`config.mk`:
```
export PLATFORM = sky130hd
export DESIGN_NAME = safe_lock_seq_param
export DESIGN_NICKNAME = d
export VERILOG_FILES = /design/src/rtl/safe_lock_seq_param.sv
export SDC_FILE = /design/constraint.sdc
export NUM_CORES = 1
export LEC_CHECK = 0
export ABC_AREA = 1
export BUFFER_PORTS_ARGS = -buffer_cell sky130_fd_sc_hd__buf_2
export CAP_MARGIN = 10
export CORE_MARGIN = 2
export CORE_UTILIZATION = 59
export DETAILED_ROUTE_END_ITERATION = 12
export PLACE_DENSITY = 0.76
export SYNTH_ARGS = -nofsm -noshare
export SYNTH_HDL_FRONTEND = slang
export SYNTH_SLANG_ARGS = --single-unit
```
`constraint.sdc`:
```
create_clock -name clk -period 2.1 [get_ports clk]
set_input_delay 0.105 -clock clk [delete_from_list [all_inputs] [get_ports clk]]
set_output_delay 0.105 -clock clk [all_outputs]
set_load 0.01 [all_outputs]
```
`src/rtl/safe_lock_seq_param.sv`:
```
// Parametrised code-entry safe lock: judges a full CODE_LEN-digit entry, then unlocks, errors or locks out.
// Supports timed unlock, failed-attempt lockout and reprogramming of the code while unlocked.
module safe_lock_seq_param #(
    parameter int CODE_LEN    = 4,
    parameter int DIGIT_W     = 4,
    parameter logic [CODE_LEN*DIGIT_W-1:0] CODE_RESET = 16'h1011,
    parameter int MAX_FAILS   = 3,
    parameter int LOCKOUT_CYC = 1000,
    parameter int UNLOCK_CYC  = 500,
    localparam int FC_W       = $clog2(MAX_FAILS+1),
    localparam int IDX_W      = $clog2(CODE_LEN+1)
) (
    input  logic               clk,
    input  logic               reset_n,
    input  logic               digit_valid,
    input  logic [DIGIT_W-1:0] digit_in,
    input  logic               clear,
    input  logic               program_req,
    output logic               unlocked,
    output logic               locked_out,
    output logic               error,
    output logic [FC_W-1:0]    fail_cnt,
    output logic [IDX_W-1:0]   entry_idx,
    output logic [2:0]         state_o
);
    localparam int CODE_W  = CODE_LEN*DIGIT_W;
    localparam int TMR_MAX = (LOCKOUT_CYC > UNLOCK_CYC) ? LOCKOUT_CYC : UNLOCK_CYC;
    localparam int TMR_W   = $clog2(TMR_MAX+1);

    typedef enum logic [2:0] {
        ST_ENTRY   = 3'd0,
        ST_UNLOCK  = 3'd1,
        ST_ERROR   = 3'd2,
        ST_LOCKOUT = 3'd3,
        ST_PROGRAM = 3'd4
    } state_t;

    state_t              state_q, state_d;
    logic [CODE_W-1:0]   code_q, code_d;
    logic [CODE_W-1:0]   shadow_q, shadow_d;
    logic [IDX_W-1:0]    idx_q, idx_d;
    logic                mism_q, mism_d;
    logic [FC_W-1:0]     fc_q, fc_d;
    logic [TMR_W-1:0]    tmr_q, tmr_d;
    logic                unlocked_q, unlocked_d;
    logic                locked_out_q, locked_out_d;
    logic                error_q, error_d;

    logic [CODE_W-1:0]   code_sh;
    logic [DIGIT_W-1:0]  exp_digit;
    logic [CODE_W-1:0]   shifted;
    logic                last_digit;
    logic                digit_bad;

    always_ff @(posedge clk or negedge reset_n) begin
        if (!reset_n) begin
            state_q      <= ST_ENTRY;
            code_q       <= CODE_RESET;
            shadow_q     <= '0;
            idx_q        <= '0;
            mism_q       <= 1'b0;
            fc_q         <= '0;
            tmr_q        <= '0;
            unlocked_q   <= 1'b0;
            locked_out_q <= 1'b0;
            error_q      <= 1'b0;
        end else begin
            state_q      <= state_d;
            code_q       <= code_d;
            shadow_q     <= shadow_d;
            idx_q        <= idx_d;
            mism_q       <= mism_d;
            fc_q         <= fc_d;
            tmr_q        <= tmr_d;
            unlocked_q   <= unlocked_d;
            locked_out_q <= locked_out_d;
            error_q      <= error_d;
        end
    end

    // Digit k is compared against the k-th field counted from the MS end of the code.
    always_comb begin
        code_sh    = code_q >> (DIGIT_W * (CODE_LEN - 1 - int'(idx_q)));
        exp_digit  = code_sh[DIGIT_W-1:0];
        digit_bad  = (digit_in != exp_digit);
        last_digit = (idx_q == IDX_W'(CODE_LEN-1));
        shifted    = CODE_W'({shadow_q, digit_in});
    end

    always_comb begin
        state_d  = state_q;
        code_d   = code_q;
        shadow_d = shadow_q;
        idx_d    = idx_q;
        mism_d   = mism_q;
        fc_d     = fc_q;
        case (state_q)
            ST_ENTRY: begin
                if (clear) begin
                    idx_d  = '0;
                    mism_d = 1'b0;
                end else if (digit_valid) begin
                    if (last_digit) begin
                        idx_d  = '0;
                        mism_d = 1'b0;
                        if (!(mism_q || digit_bad)) begin
                            state_d = ST_UNLOCK;
                            fc_d    = '0;
                        end else if (fc_q == FC_W'(MAX_FAILS-1)) begin
                            state_d = ST_LOCKOUT;
                            fc_d    = FC_W'(MAX_FAILS);
                        end else begin
                            state_d = ST_ERROR;
                            fc_d    = fc_q + 1'b1;
                        end
                    end else begin
                        idx_d  = idx_q + 1'b1;
                        mism_d = mism_q | digit_bad;
                    end
                end
            end
            ST_ERROR: begin
                state_d = ST_ENTRY;
                idx_d   = '0;
                mism_d  = 1'b0;
            end
            ST_UNLOCK: begin
                if (program_req) begin
                    state_d = ST_PROGRAM;
                    idx_d   = '0;
                end else if (tmr_q == TMR_W'(UNLOCK_CYC-1)) begin
                    state_d = ST_ENTRY;
                end
            end
            ST_PROGRAM: begin
                if (clear) begin
                    state_d = ST_ENTRY;
                    idx_d   = '0;
                    mism_d  = 1'b0;
                end else if (digit_valid) begin
                    shadow_d = shifted;
                    if (last_digit) begin
                        code_d  = shifted;
                        state_d = ST_ENTRY;
                        idx_d   = '0;
                    end else begin
                        idx_d = idx_q + 1'b1;
                    end
                end
            end
            ST_LOCKOUT: begin
                if (tmr_q == TMR_W'(LOCKOUT_CYC-1)) begin
                    state_d = ST_ENTRY;
                    fc_d    = '0;
                end
            end
            default: begin
                state_d = ST_ENTRY;
                idx_d   = '0;
                mism_d  = 1'b0;
            end
        endcase

        // Timer restarts from zero whenever the state changes.
        if (state_d != state_q) begin
            tmr_d = '0;
        end else if (state_q == ST_UNLOCK || state_q == ST_LOCKOUT) begin
            tmr_d = tmr_q + 1'b1;
        end else begin
            tmr_d = '0;
        end
    end

    always_comb begin
        unlocked_d   = (state_d == ST_UNLOCK);
        locked_out_d = (state_d == ST_LOCKOUT);
        error_d      = (state_d == ST_ERROR);
    end

    assign unlocked   = unlocked_q;
    assign locked_out = locked_out_q;
    assign error      = error_q;
    assign fail_cnt   = fc_q;
    assign entry_idx  = idx_q;
    assign state_o    = state_q;
endmodule

```
==> results of run 1 <==
-- per-stage QoR --
step	worst slack (ns)	hold slack, ns	power, mW
6_report	0.234	0.0461	1.99
5_1_grt	0.0378	0.0758	2.11
4_1_cts	0.220	0.0473	2.01
3_5_place_dp	0.228	0.0593	1.44
3_3_place_gp	0.303	0.0582	1.43
2_1_floorplan	0.292	-0.191	1.31
-- power breakdown --
group          switching, mW  internal, mW
clock network          0.310         0.265
registers             0.0281          1.02
logic                  0.228         0.137
total                  0.567          1.43
-- Yosys cell counts, drive strengths merged --
cell type and number:
buf 3, o211ai 1, ha 3, a31oi 1
clkbuf 1, dfrtp 47, nor4 1, nand3 17
or2 1, xor2 1, dfstp 3, inv 50
nor2 27, or3 1, a21oi 8, nand2 92
o21ai 25, nor3 15, o21bai 1, o22ai 6
nand4 2, clkinv 1, nand3b 1
-- worst register-to-register path, cell delays in order, from the launching register on --
cell     delay, ns
dfrtp_1       0.39
buf_4         0.16
inv_1         0.13
nand3_1       0.10
nand2_1       0.08
nand2_1       0.06
nand2_1       0.06
nand2_1       0.05
nor2_2        0.09
nand3_2       0.10
nand2_1       0.10
nand2_2       0.07
a21oi_4       0.26
nor3_1        0.09
-- timing repair --
| action | 4_1_cts | 5_1_grt |
|---|---|---|
| buffers inserted | 0 | 0 |
| hold buffers | 1 | 0 |
| endpoints found under the hold margin | 15 | 0 |
| resized for setup | 0 | 0 |
-- registers in the layout (all words and copies together) (netlist names) --
| name | cells |
|---|---|
| error | 1 |
| tmr_q | 10 |
| locked_out | 1 |
| entry_idx | 3 |
| unlocked | 1 |
| shadow_q | 12 |
| mism_q | 1 |
| code_q | 16 |
| fail_cnt | 2 |
| state_o | 3 |
-- per-layer routing --
metal / vias up / global-route usage [%] / part of all wire (%)
met4: 0 / 7.50 / 1.3
li1: 1043 / - / -
met3: 5 / 4.93 / 4.2
met2: 42 / 38.7 / 46
met1: 942 / 36.2 / 48
met5: - / 0 / 0
-- layout make-up --
cell class	instances	share of cell area, %
Clock inverter	2	0.453
Sequential cell	50	45.4
Tap cell	50	2.27
Inverter	51	6.93
Multi-Input combinational cell	203	35.4
Clock buffer	6	2.99
Timing Repair Buffer	30	6.52
-- logic make-up after synthesis --
kind of cell	synth area share, %
xor+xnor	0.357
fa+ha+maj	1.53
compound gates	9.60
buf+inv	8.93
flops	51.2
simple gates	28.4
-- how the worst min path moves through the flow --
stage                  endpoint  slack (ns)         from  cells after the start
global placement    shadow_q[8]        0.06      reset_n                      1
finish              shadow_q[0]        0.05  digit_in[0]                      3
global route        shadow_q[0]        0.08  digit_in[0]                      3
floorplan            code_q[10]       -0.19      reset_n                      0
detailed placement  shadow_q[8]        0.06      reset_n                      1
CTS                 shadow_q[0]        0.05  digit_in[0]                      3
==> results.json, run 1 <==
{
  "critPathKind": "register to register",
  "sequential_cell_area_fraction_in_the_yosys_report_pct": 51.2,
  "post_layout_nonfiller_instances": 392,
  "synth_fp_nets": 320,
  "power_leakage_nw": 1.45,
  "wl_per_cell_um": 13.1,
  "path_buf_inv": 2,
  "max-slew-margin-rel_pct": 63.5,
  "drc_errors": 0,
  "cp.arrival_ns": 2.05,
  "cts_tree": "yes",
  "powerDensity_nw_per_um2": 722,
  "yosys.area.top_type_share_pct": 48.0,
  "placement_rows": 23,
  "antenna_found_initial": 0,
  "synth-seq-cells": 50,
  "layout_worst_path_cycle_share_pct": 88.8,
  "r2r.worst_path.cells": 13,
  "number_of_global_route_vias_before_repair": 1878,
  "design.final.nets": 353,
  "number_of_placed_i_o_pins": 20,
  "report.final.hold_viol_count": 0,
  "critical-path-slowest-cell": "dfrtp_1",
  "synth_area_leaders": "dfrtp_1 (48%), nand2_1 (14%), inv_1 (6.9%), o21ai_0 (4.9%), nand3_1 (3.3%)",
  "vias": 2032,
  "dp.cells": 383,
  "most_used_cell_cp": "nand2_1",
  "cts_root_buf": "clkbuf_8",
  "report.final.setup_viol": 0,
  "netlist_instances": 308,
  "multi_input_combinational_cell_area_sq_um": 977,
  "grt_first_pass_wirelength_mm": 8.55,
  "worst-path-stages": 13,
  "drive_above_1_share_pct": 17.5,
  "floorplan.die_area_sq_um": 4690,
  "tritoncts.num_buffers": 5,
  "max_freq_mhz": 536,
  "timing.rr.start": "entry_idx[1]",
  "critical-path-top-delay-family": "simple AND/OR/NAND/NOR gates",
  "syn_area_per_cell_sq_um": 7.96,
  "mappedNetlistArea_sq_um": 2450,
  "cts_max_path_buffers": 2,
  "gpl.final_weighted_congestion": 0.894,
  "min_path_type": "input port to register",
  "all_layer_global_routing_usage_pct": 25.2,
  "most_common_library_cell_in_the_layout_ignoring_fill_and_taps": "nand2_1",
  "critical_path.startpoint_type": "register",
  "cts.sink_count": 50,
  "ys_warns": 0,
  "syn2layout_area_growth_pct": 12.7,
  "crit_chain": "buf_4 -> inv_1 -> nand3_1 -> nand2_1 -> nand2_1 -> nand2_1 -> nand2_1 -> nor2_2 -> nand3_2 -> nand2_1 -> nand2_2 -> a21oi_4 -> nor3_1",
  "cts_htree_levels": 2,
  "core_outline_area_sq_um": 4000,
  "fin_tns_setup_ns": 0,
  "route.detailed.vias_per_inst": 5.18,
  "wl_mm": 5.15,
  "hpwlAfterDp_mm": 3.93,
  "postRouteAntennaNets": 0,
  "netlist-cell-type-count": 32,
  "effective_utilization_at_floorplan_pct": 61.3,
  "grt_start_max_net_pins": 21,
  "max_stage_delay_ns": 0.39,
  "mostFrequentLayoutCells": "nand2_1 (90), dfrtp_1 (47), inv_1 (45)",
  "grt_setup_unrepaired": "no",
  "finish.utilization_pct": 69.0,
  "placement.cell_area_sq_um": 2660,
  "tightest_pin_transition_ns": 0.543,
  "fin_area_sq_um": 2760,
  "netlist.top_cell.by_area": "dfrtp_1",
  "result_of_the_run": "complete, no violations",
  "floorplan.die.height_um": 68.5,
  "clk_latency_ns": 0.31,
  "max_cap_viol_count": 0,
  "drt-initial-drc-count": 136,
  "globalRoute.totalOverflow": 0,
  "portBuffers": 19,
  "finalWorstPathRequiredPeriod_ns": 1.87,
  "fillerInstances": 347,
  "timing.final.max_slew_violations": 0,
  "worst_setup_hold_path_clk_slew_ns": 0.09,
  "rrSetupSlack_ns": 0.23,
  "finalClockSkew_ns": 0.0105,
  "die_width_um": 68.5,
  "crit_path_max_fanout": 10,
  "regToRegEndpoint": "tmr_q[8]",
  "worst_ep_required_time_ns": 2.28,
  "critical_path.endpoint_type": "register",
  "worst_supply_voltage_drop_on_vdd_mv": 0.475,
  "drtPass1Iterations": 4,
  "crit_start": "entry_idx[1]",
  "seq_area_sq_um": 1250,
  "endpoint": "tmr_q[8]",
  "count_of_inserted_antenna_diode_cells": 0
}
(Power assumes the default switching activity.)
==> run 2, diff against run 1 <==
RECOVER_POWER = 100   (was unset)
==> results.json, run 2 (synthesis results as in run 1) <==
{
  "critical-path-top-delay-family": "simple AND/OR/NAND/NOR gates",
  "critical-path-slowest-cell": "dfrtp_1",
  "cts_max_path_buffers": 2,
  "all_layer_global_routing_usage_pct": 25.2,
  "syn2layout_area_growth_pct": 11.4,
  "fin_area_sq_um": 2730,
  "drive_above_1_share_pct": 12.9,
  "clk_latency_ns": 0.31,
  "cts_resized": 0,
  "report.final.setup_viol": 0,
  "reg_top3": "code_q: 16 flops, shadow_q: 12 flops, tmr_q: 10 flops",
  "hold_path_depth": 3,
  "core_outline_area_sq_um": 4000,
  "tritoncts.num_buffers": 5,
  "most_used_cell_cp": "nand2_1",
  "path_buf_inv": 2,
  "largest_reg_flops": 16,
  "wl_per_cell_um": 13.2,
  "critical_path.endpoint_type": "register",
  "cts_htree_levels": 2,
  "design.final.nets": 353,
  "crit_chain": "buf_4 -> inv_1 -> nand3_1 -> nand2_1 -> nand2_1 -> nand2_1 -> nand2_1 -> nor2_2 -> nand3_2 -> nand2_1 -> nand2_1 -> a21oi_4 -> nor3_1",
  "floorplan.die_area_sq_um": 4690,
  "wl_mm": 5.16,
  "grt_setup_unrepaired": "no",
  "tightest_pin_transition_ns": 0.981,
  "crit_path_max_fanout": 10,
  "placement.cell_area_sq_um": 2660,
  "portBuffers": 19,
  "count_of_inserted_antenna_diode_cells": 0,
  "cts_tree": "yes",
  "report.final.hold_viol_count": 0,
  "p_total_mw": 1.98,
  "antenna_found_initial": 0,
  "power_leakage_nw": 1.40,
  "critical_path.startpoint_type": "register",
  "gpl.final_weighted_congestion": 0.894,
  "r2r.worst_path.cells": 13,
  "worst_supply_voltage_drop_on_vdd_mv": 0.459,
  "timing.final.max_slew_violations": 0,
  "fin_tns_setup_ns": 0,
  "most_common_library_cell_in_the_layout_ignoring_fill_and_taps": "nand2_1",
  "post-cts-setup-buffers": 0,
  "max-slew-margin-rel_pct": 34.6,
  "critPathKind": "register to register",
  "drt-initial-drc-count": 151,
  "grt_start_max_net_pins": 21,
  "finalClockSkew_ns": 0.0105,
  "die_width_um": 68.5,
  "pre_cts_ws_ns": 0.228,
  "powerDensity_nw_per_um2": 727,
  "vias": 2019,
  "grt_first_pass_wirelength_mm": 8.55,
  "worst_setup_hold_path_clk_slew_ns": 0.09,
  "effective_utilization_at_floorplan_pct": 61.3,
  "min_path_type": "input port to register",
  "max_cap_viol_count": 0,
  "mostFrequentLayoutCells": "nand2_1 (92), dfrtp_1 (47), inv_1 (46)",
  "ctsHoldBuffers": 1,
  "finalWorstPathRequiredPeriod_ns": 1.87,
  "layout_worst_path_cycle_share_pct": 88.9,
  "cts.sink_count": 50,
  "finish.utilization_pct": 68.3,
  "cp.arrival_ns": 2.05,
  "route.detailed.vias_per_inst": 5.15,
  "placement_rows": 23,
  "fin_ws_ns": 0.233,
  "drtPass1Iterations": 5,
  "postRouteAntennaNets": 0,
  "floorplan.die.height_um": 68.5,
  "worst_ep_required_time_ns": 2.28,
  "worst-path-stages": 13,
  "drc_errors": 0,
  "hpwlAfterDp_mm": 3.93,
  "number_of_global_route_vias_before_repair": 1878,
  "cts_root_buf": "clkbuf_8",
  "result_of_the_run": "complete, no violations",
  "top_register": "code_q",
  "globalRoute.totalOverflow": 0,
  "number_of_placed_i_o_pins": 20,
  "max_freq_mhz": 536,
  "max_stage_delay_ns": 0.39
}
run 2: worst min-delay path, delay by kind of cell:
| family | cells | cell delay (ns) |
|---|---|---|
| buffers and inverters | 1 | 0.12 |
| AND/OR/NAND/NOR | 2 | 0.11 |
run 2: metal layers:
metal	GRT usage, %	wire [um]	vias to the layer above
met2	38.7	2360	43
met5	0	0	-
li1	-	-	1043
met3	4.93	208	5
met1	36.2	2530	928
met4	7.50	69	0
run 2: per-stage QoR:
stage / hold slack [ns] / instances
detailed placement: 0.0593 / 383
finish: 0.0462 / 392
floorplan: -0.191 / 308
global placement: 0.0582 / 383
global route: 0.0758 / 392
CTS: 0.0473 / 392
run 2: layout make-up:
class                           instances  area [sq um]
Timing Repair Buffer                   30           159
Sequential cell                        50          1250
Fill cell                             353          1270
Tap cell                               50          62.6
Inverter                               51           191
Multi-Input combinational cell        203           967
Clock buffer                            6          82.6
Clock inverter                          2          12.5
run 2: final timing paths:
kind / start / end / slack [ns]
worst max-delay path: entry_idx[1] / tmr_q[8] / 0.23
worst min-delay path: digit_in[0] / shadow_q[0] / 0.05
worst max register to register: entry_idx[1] / tmr_q[8] / 0.23
worst min register to register: shadow_q[7] / shadow_q[7] / 0.49
max in group asynchronous: reset_n / code_q[0] / 0.59
min in group asynchronous: reset_n / shadow_q[8] / 0.46
run 2: power breakdown:
group	switching, mW	total [mW]	internal, mW
clock	0.310	0.574	0.265
sequential	0.0291	1.05	1.02
combinational	0.227	0.356	0.130
total	0.566	1.98	1.42
